`src/rtl/di_pkg.sv`:
```
// Shared definitions for the device-interface arbiter.
//   - di_state_e : arbiter FSM state encoding
//   - ADDR_W_DEF / DATA_W_DEF : default bus widths
package di_pkg;

  localparam int ADDR_W_DEF = 16;
  localparam int DATA_W_DEF = 16;

  typedef enum logic [1:0] {
    IDLE   = 2'd0,
    GRANT0 = 2'd1,
    GRANT1 = 2'd2,
    SWITCH = 2'd3
  } di_state_e;

endpackage

```
`src/rtl/di_starve_cnt.sv`:
```
// Saturating wait counter for the local master.
// Ports:
//   if_clock, resetb : clock, async active-low reset
//   en               : count this cycle (saturates at LIMIT)
//   clr              : clear to zero (wins over en)
//   at_limit         : counter equals LIMIT
module di_starve_cnt
  import di_pkg::*;
#(
  parameter int LIMIT = 64,
  parameter int CNT_W = 7
) (
  input  logic if_clock,
  input  logic resetb,
  input  logic en,
  input  logic clr,
  output logic at_limit
);

  localparam logic [CNT_W-1:0] LIMIT_C = CNT_W'(LIMIT);

  logic [CNT_W-1:0] cnt;

  always_ff @(posedge if_clock or negedge resetb) begin
    if (!resetb) begin
      cnt <= '0;
    end else if (clr) begin
      cnt <= '0;
    end else if (en && (cnt != LIMIT_C)) begin
      cnt <= cnt + 1'b1;
    end
  end

  assign at_limit = (cnt == LIMIT_C);

endmodule

```
`src/rtl/di_arbiter.sv`:
```
// Two-master arbiter for the device-interface register bus.
// Master 0 (host) has priority; master 1 (local) wins after waiting
// STARVE_LIMIT cycles. Ownership changes only when the owner drops its
// req, and every release goes through a one-cycle SWITCH state that
// pulses di_reset and forces the strobes low.
// Handshake: mX_req is held high for the whole transaction; mX_gnt
// (registered) marks ownership; strobes of a non-owner are ignored;
// mX_rd_ready/mX_wr_ready reach only the current owner.
// Ports:
//   if_clock, resetb            : clock, async active-low reset
//   m0_* / m1_*                 : master request, grant, bus and ready
//   m_rdata                     : read data broadcast to both masters
//   di_*                        : registered bus towards the terminals
//   di_reg_data_out, rd_ready, wr_ready : terminal responses
//   dbg_state                   : current FSM state (debug)
module di_arbiter
  import di_pkg::*;
#(
  parameter int ADDR_W       = ADDR_W_DEF,
  parameter int DATA_W       = DATA_W_DEF,
  parameter int STARVE_LIMIT = 64,
  parameter int CNT_W        = 7
) (
  input  logic              if_clock,
  input  logic              resetb,
  input  logic              m0_req,
  output logic              m0_gnt,
  input  logic [ADDR_W-1:0] m0_ep_addr,
  input  logic [ADDR_W-1:0] m0_reg_addr,
  input  logic [DATA_W-1:0] m0_wdata,
  input  logic              m0_write,
  input  logic              m0_read,
  output logic              m0_rd_ready,
  output logic              m0_wr_ready,
  input  logic              m1_req,
  output logic              m1_gnt,
  input  logic [ADDR_W-1:0] m1_ep_addr,
  input  logic [ADDR_W-1:0] m1_reg_addr,
  input  logic [DATA_W-1:0] m1_wdata,
  input  logic              m1_write,
  input  logic              m1_read,
  output logic              m1_rd_ready,
  output logic              m1_wr_ready,
  output logic [DATA_W-1:0] m_rdata,
  output logic [ADDR_W-1:0] di_ep_addr,
  output logic [ADDR_W-1:0] di_reg_addr,
  output logic [DATA_W-1:0] di_reg_data_in,
  output logic              di_write,
  output logic              di_read,
  output logic              di_reset,
  input  logic [DATA_W-1:0] di_reg_data_out,
  input  logic              rd_ready,
  input  logic              wr_ready,
  output logic [1:0]        dbg_state
);

  di_state_e state;
  di_state_e next_state;
  logic      starve_hit;
  logic      starve_en;
  logic      starve_clr;

  always_comb begin
    next_state = state;
    case (state)
      IDLE: begin
        if (m1_req && starve_hit)  next_state = GRANT1;
        else if (m0_req)           next_state = GRANT0;
        else if (m1_req)           next_state = GRANT1;
      end
      GRANT0:  if (!m0_req) next_state = SWITCH;
      GRANT1:  if (!m1_req) next_state = SWITCH;
      default: next_state = IDLE;
    endcase
  end

  // Master 1 waits whenever it asks but does not own the bus; the count
  // restarts once it gets the bus or gives up asking.
  assign starve_en  = m1_req && (state != GRANT1);
  assign starve_clr = !m1_req || ((next_state == GRANT1) && (state != GRANT1));

  di_starve_cnt #(
    .LIMIT (STARVE_LIMIT),
    .CNT_W (CNT_W)
  ) u_starve_cnt (
    .if_clock (if_clock),
    .resetb   (resetb),
    .en       (starve_en),
    .clr      (starve_clr),
    .at_limit (starve_hit)
  );

  // Bus outputs are loaded from the owner while in a GRANT state, so a
  // strobe presented on the owner's last cycle is still issued once.
  // The SWITCH cycle then clears the strobes before anyone else owns.
  always_ff @(posedge if_clock or negedge resetb) begin
    if (!resetb) begin
      state          <= IDLE;
      m0_gnt         <= 1'b0;
      m1_gnt         <= 1'b0;
      di_ep_addr     <= '0;
      di_reg_addr    <= '0;
      di_reg_data_in <= '0;
      di_write       <= 1'b0;
      di_read        <= 1'b0;
      di_reset       <= 1'b0;
    end else begin
      state    <= next_state;
      m0_gnt   <= (state == GRANT0) && m0_req;
      m1_gnt   <= (state == GRANT1) && m1_req;
      di_reset <= (next_state == SWITCH);
      case (state)
        GRANT0: begin
          di_ep_addr     <= m0_ep_addr;
          di_reg_addr    <= m0_reg_addr;
          di_reg_data_in <= m0_wdata;
          di_write       <= m0_write;
          di_read        <= m0_read;
        end
        GRANT1: begin
          di_ep_addr     <= m1_ep_addr;
          di_reg_addr    <= m1_reg_addr;
          di_reg_data_in <= m1_wdata;
          di_write       <= m1_write;
          di_read        <= m1_read;
        end
        default: begin
          di_write <= 1'b0;
          di_read  <= 1'b0;
        end
      endcase
    end
  end

  assign m0_rd_ready = (state == GRANT0) && rd_ready;
  assign m0_wr_ready = (state == GRANT0) && wr_ready;
  assign m1_rd_ready = (state == GRANT1) && rd_ready;
  assign m1_wr_ready = (state == GRANT1) && wr_ready;
  assign m_rdata     = di_reg_data_out;
  assign dbg_state   = state;

endmodule

```
`config.mk`:
```
export PLATFORM = sky130hd
export DESIGN_NAME = di_arbiter
export DESIGN_NICKNAME = d
export VERILOG_FILES = /design/src/rtl/di_pkg.sv /design/src/rtl/di_starve_cnt.sv /design/src/rtl/di_arbiter.sv
export SDC_FILE = /design/constraint.sdc
export NUM_CORES = 1
export LEC_CHECK = 0
export BUFFER_PORTS_ARGS = -buffer_cell sky130_fd_sc_hd__buf_2
export CORE_ASPECT_RATIO = 1.75
export CORE_MARGIN = 5
export CORE_UTILIZATION = 43
export DETAILED_ROUTE_END_ITERATION = 10
export GPL_ROUTABILITY_DRIVEN = 0
export GPL_TIMING_DRIVEN = 0
export HOLD_SLACK_MARGIN = 0.06
export PLACE_DENSITY = 0.81
export RECOVER_POWER = 25
export SYNTH_ARGS = -nofsm -noshare
export SYNTH_HDL_FRONTEND = slang
export SYNTH_SLANG_ARGS = --single-unit
```
`constraint.sdc`:
```
create_clock -name if_clock -period 2.6 [get_ports if_clock]
set_clock_uncertainty 0.2 [all_clocks]
set_input_delay 0.78 -clock if_clock [delete_from_list [all_inputs] [get_ports if_clock]]
set_output_delay 0.78 -clock if_clock [all_outputs]
set_load 0.02 [all_outputs]
```
==> impl_metrics.yaml <==
clocking:
  cts_sinks: 62
  cts_buffers: 9
  clock_path_buffers: 2
  insertion_delay_ns: 0.32
  cts_hold_buf: 0
  cts_tree: "built"
  root_buffer: "clkbuf_16"
  htreeDepth: 3
  clkTransAtPathRegs_ns: 0.05
sta:
  period_share: 0.971
  rsz0062_at_grt: "no"
  finalMaxSlewViolations: 63
  tightest_slew_ns: 1.52
  timing.fmax_mhz: 396
  hold_viol: 0
  finalSetupTns_ns: 0
  finalSetupViolCount: 0
  hold_slack_ns: 0.320
  setup_ws_ns: 0.0747
  fin_crit_ns: 2.53
  relSlewSlack: -0.0121
setup_path:
  criticalPathCategory: "reg2out"
  worstPathArrival_ns: 1.55
  start_kind: "flip-flop"
  slowest_stage: "dfrtp_2"
  worstPathMaxFanout: 9
  cp.required_ns: 1.62
  end_kind: "output port"
  critPathMaxStageDelay_ns: 0.46
  cp_cell_sequence: "inv_1 > ha_1 > and2_1 > buf_2"
route:
  antenna_left: 0
  via_count: 3061
  wl_per_cell_microns: 15.6
  drt_iter0_markers: 126
  firstDrtPassIters: 4
  vias_per_cell: 5.13
  routed_wl_microns: 9300
  drc: 0
layout:
  fin_nets: 635
  finalNonFillerCells: 597
  syn_to_final_growth_pct: 43.4
  antenna_cells: 0
  fillers: 599
  multi_input_area_sq_um: 1380
  seq_area_sq_um: 1550
  drive_gt1_frac: 0.446
  stdcell_area_sq_um: 4520
pwr:
  power_density_nw_per_um2: 1350
  ir_worst_vdd_v: 0.000715
  leakage_nw: 2.23
synthesis:
  yosysMostFrequentCell: "dfrtp_1"
  synth_edf_count: 0
  ys_top_cells_by_count: "dfrtp_1 (62), a21oi_1 (50), nor2_1 (49), mux2i_1 (48), buf_4 (16)"
  ys_seq_area_frac: 0.492
  yosysUniqueCellTypes: 33
  synth_area_sq_um: 3150
  synth_top_area_frac: 0.492
  syn_nets: 444
  synthCells: 315
  synthFlopType: "dfrtp_1"
  synth_warnings: 0
  syn_avg_cell_area_sq_um: 10.0
  synth_largest_area_cell: "dfrtp_1"
  synth-seq-cells: 62
  synth.area.top_cells: "dfrtp_1 (49%), mux2i_1 (15%), a21oi_1 (7.9%), nor2_1 (5.8%), buf_4 (3.8%)"
  async_flop_share: 1.00
floorplan:
  row_count: 41
  die_area_sq_um: 9210
  die_h_microns: 123
  initial_utilization: 0.439
  io_pins: 197
  dieWidth_microns: 74.7
  coreArea_sq_um: 7180
global_route:
  busiest_layer: "met2"
  grt_pass1_vias: 3250
  grt_use_met3: 0.0456
  grt_use_met2: 0.387
  antenna_found_initial: 0
  grt_overflow_total: 0
  grt_pass1_wl_microns: 14900
  grt.met1_usage: 0.231
  grt_util_all_layers: 0.212
  grt_max_degree: 63
place:
  place_area_sq_um: 4160
  hpwl_microns: 7280
  place_ws_ns: -0.297
  io_buffer_count: 180
  placedCellCount: 581
run_status:
  outcome: "complete, but fails checks"
  violations: "capacitance limit, slew limit"
job:
  max_cap_viol_count: 1
hold_path:
  hold_class: "reg2reg"
==> report_power, final <==
group / switching [W] / total (W) / internal, W
sequential: 0.000241 / 0.00168 / 0.00144
combinational: 0.00205 / 0.00319 / 0.00113
clock: 0.000407 / 0.00125 / 0.000842
==> logic make-up (layout without fill, tap and decap cells) <==
kind of cell             after synthesis  in the layout  share of synthesized area
AND/OR/NAND/NOR                       84             84                      0.123
AO/OA/AOI/OAI                         72             72                      0.131
flip-flops                            62             62                      0.492
multiplexers                          48             48                      0.153
buffers and inverters                 41            237                     0.0699
adder cells (fa/ha/maj)                7              7                     0.0278
XOR/XNOR                               1              1                    0.00278
==> final timing paths <==
check / start / end / slack, ns / cells after the start
max in group asynchronous: resetb / dbg_state[0] / 0.57 / 1
hold / removal: di_reg_addr[10] / di_reg_addr[10] / 0.32 / 2
hold reg to reg: di_reg_addr[10] / di_reg_addr[10] / 0.32 / 2
min in group asynchronous: resetb / di_reg_data_in[5] / 0.62 / 1
setup / recovery: dbg_state[1] / m0_rd_ready / 0.07 / 4
setup reg to reg: dbg_state[1] / di_ep_addr[14] / 0.26 / 6
==> per-layer routing <==
layer | part of all wire | up-vias
met5 | 0 | -
met2 | 0.56 | 149
li1 | - | 1457
met3 | 0.084 | 15
met4 | 0.017 | 0
met1 | 0.33 | 1440
==> worst max-delay path, delay by kind of cell, from the launching register on <==
kind	cells	cell delay [ns]
fa+ha+maj	1	0.34
buf+inv	2	0.25
flops	1	0.46
simple gates	1	0.17
==> cell usage in the layout, fill, tap and decap left out, types with 6 or more instances in the layout <==
cell type | netlist | layout
dfrtp_1 | 62 | 60
clkbuf_1 | 13 | 11
inv_1 | 7 | 6
ha_1 | 7 | 6
buf_2 | 5 | 181
buf_4 | 16 | 20
nand2_1 | 10 | 10
nor2b_1 | 6 | 6
nor2_1 | 49 | 49
clkbuf_16 | 0 | 10
mux2i_1 | 48 | 48
a21oi_1 | 50 | 50
==> metrics by stage <==
step / total power, W / utilization
after floorplan: 0.00378 / -
after CTS: 0.00621 / 0.631
after global routing: 0.00657 / 0.629
after global placement: 0.00474 / 0.579
after detailed placement: 0.00486 / 0.579
final: 0.00611 / 0.629
==> sequential cells by signal (all words and copies together) (netlist names) <==
| register | flops |
|---|---|
| dbg_state | 2 |
| di_ep_addr | 16 |
| di_read | 1 |
| di_reg_addr | 16 |
| di_reg_data_in | 16 |
| di_reset | 1 |
| di_write | 1 |
| m0_gnt | 1 |
| m1_gnt | 1 |
| u_starve_cnt.cnt | 7 |
==> layout make-up <==
class / instances / share of cell area
Inverter: 7 / 0.00582
Multi-Input combinational cell: 212 / 0.306
Sequential cell: 62 / 0.344
Clock inverter: 3 / 0.00886
Buffer: 32 / 0.0457
Clock buffer: 13 / 0.0620
Tap cell: 86 / 0.0238
Timing Repair Buffer: 182 / 0.204
==> what timing repair did <==
item | in CTS | in global routing
gates resized for setup | 12 | 1
endpoints found under the setup margin | 4 | 2
setup buffers | 2 | 0
Note: power is estimated with default switching activity, not from simulation.
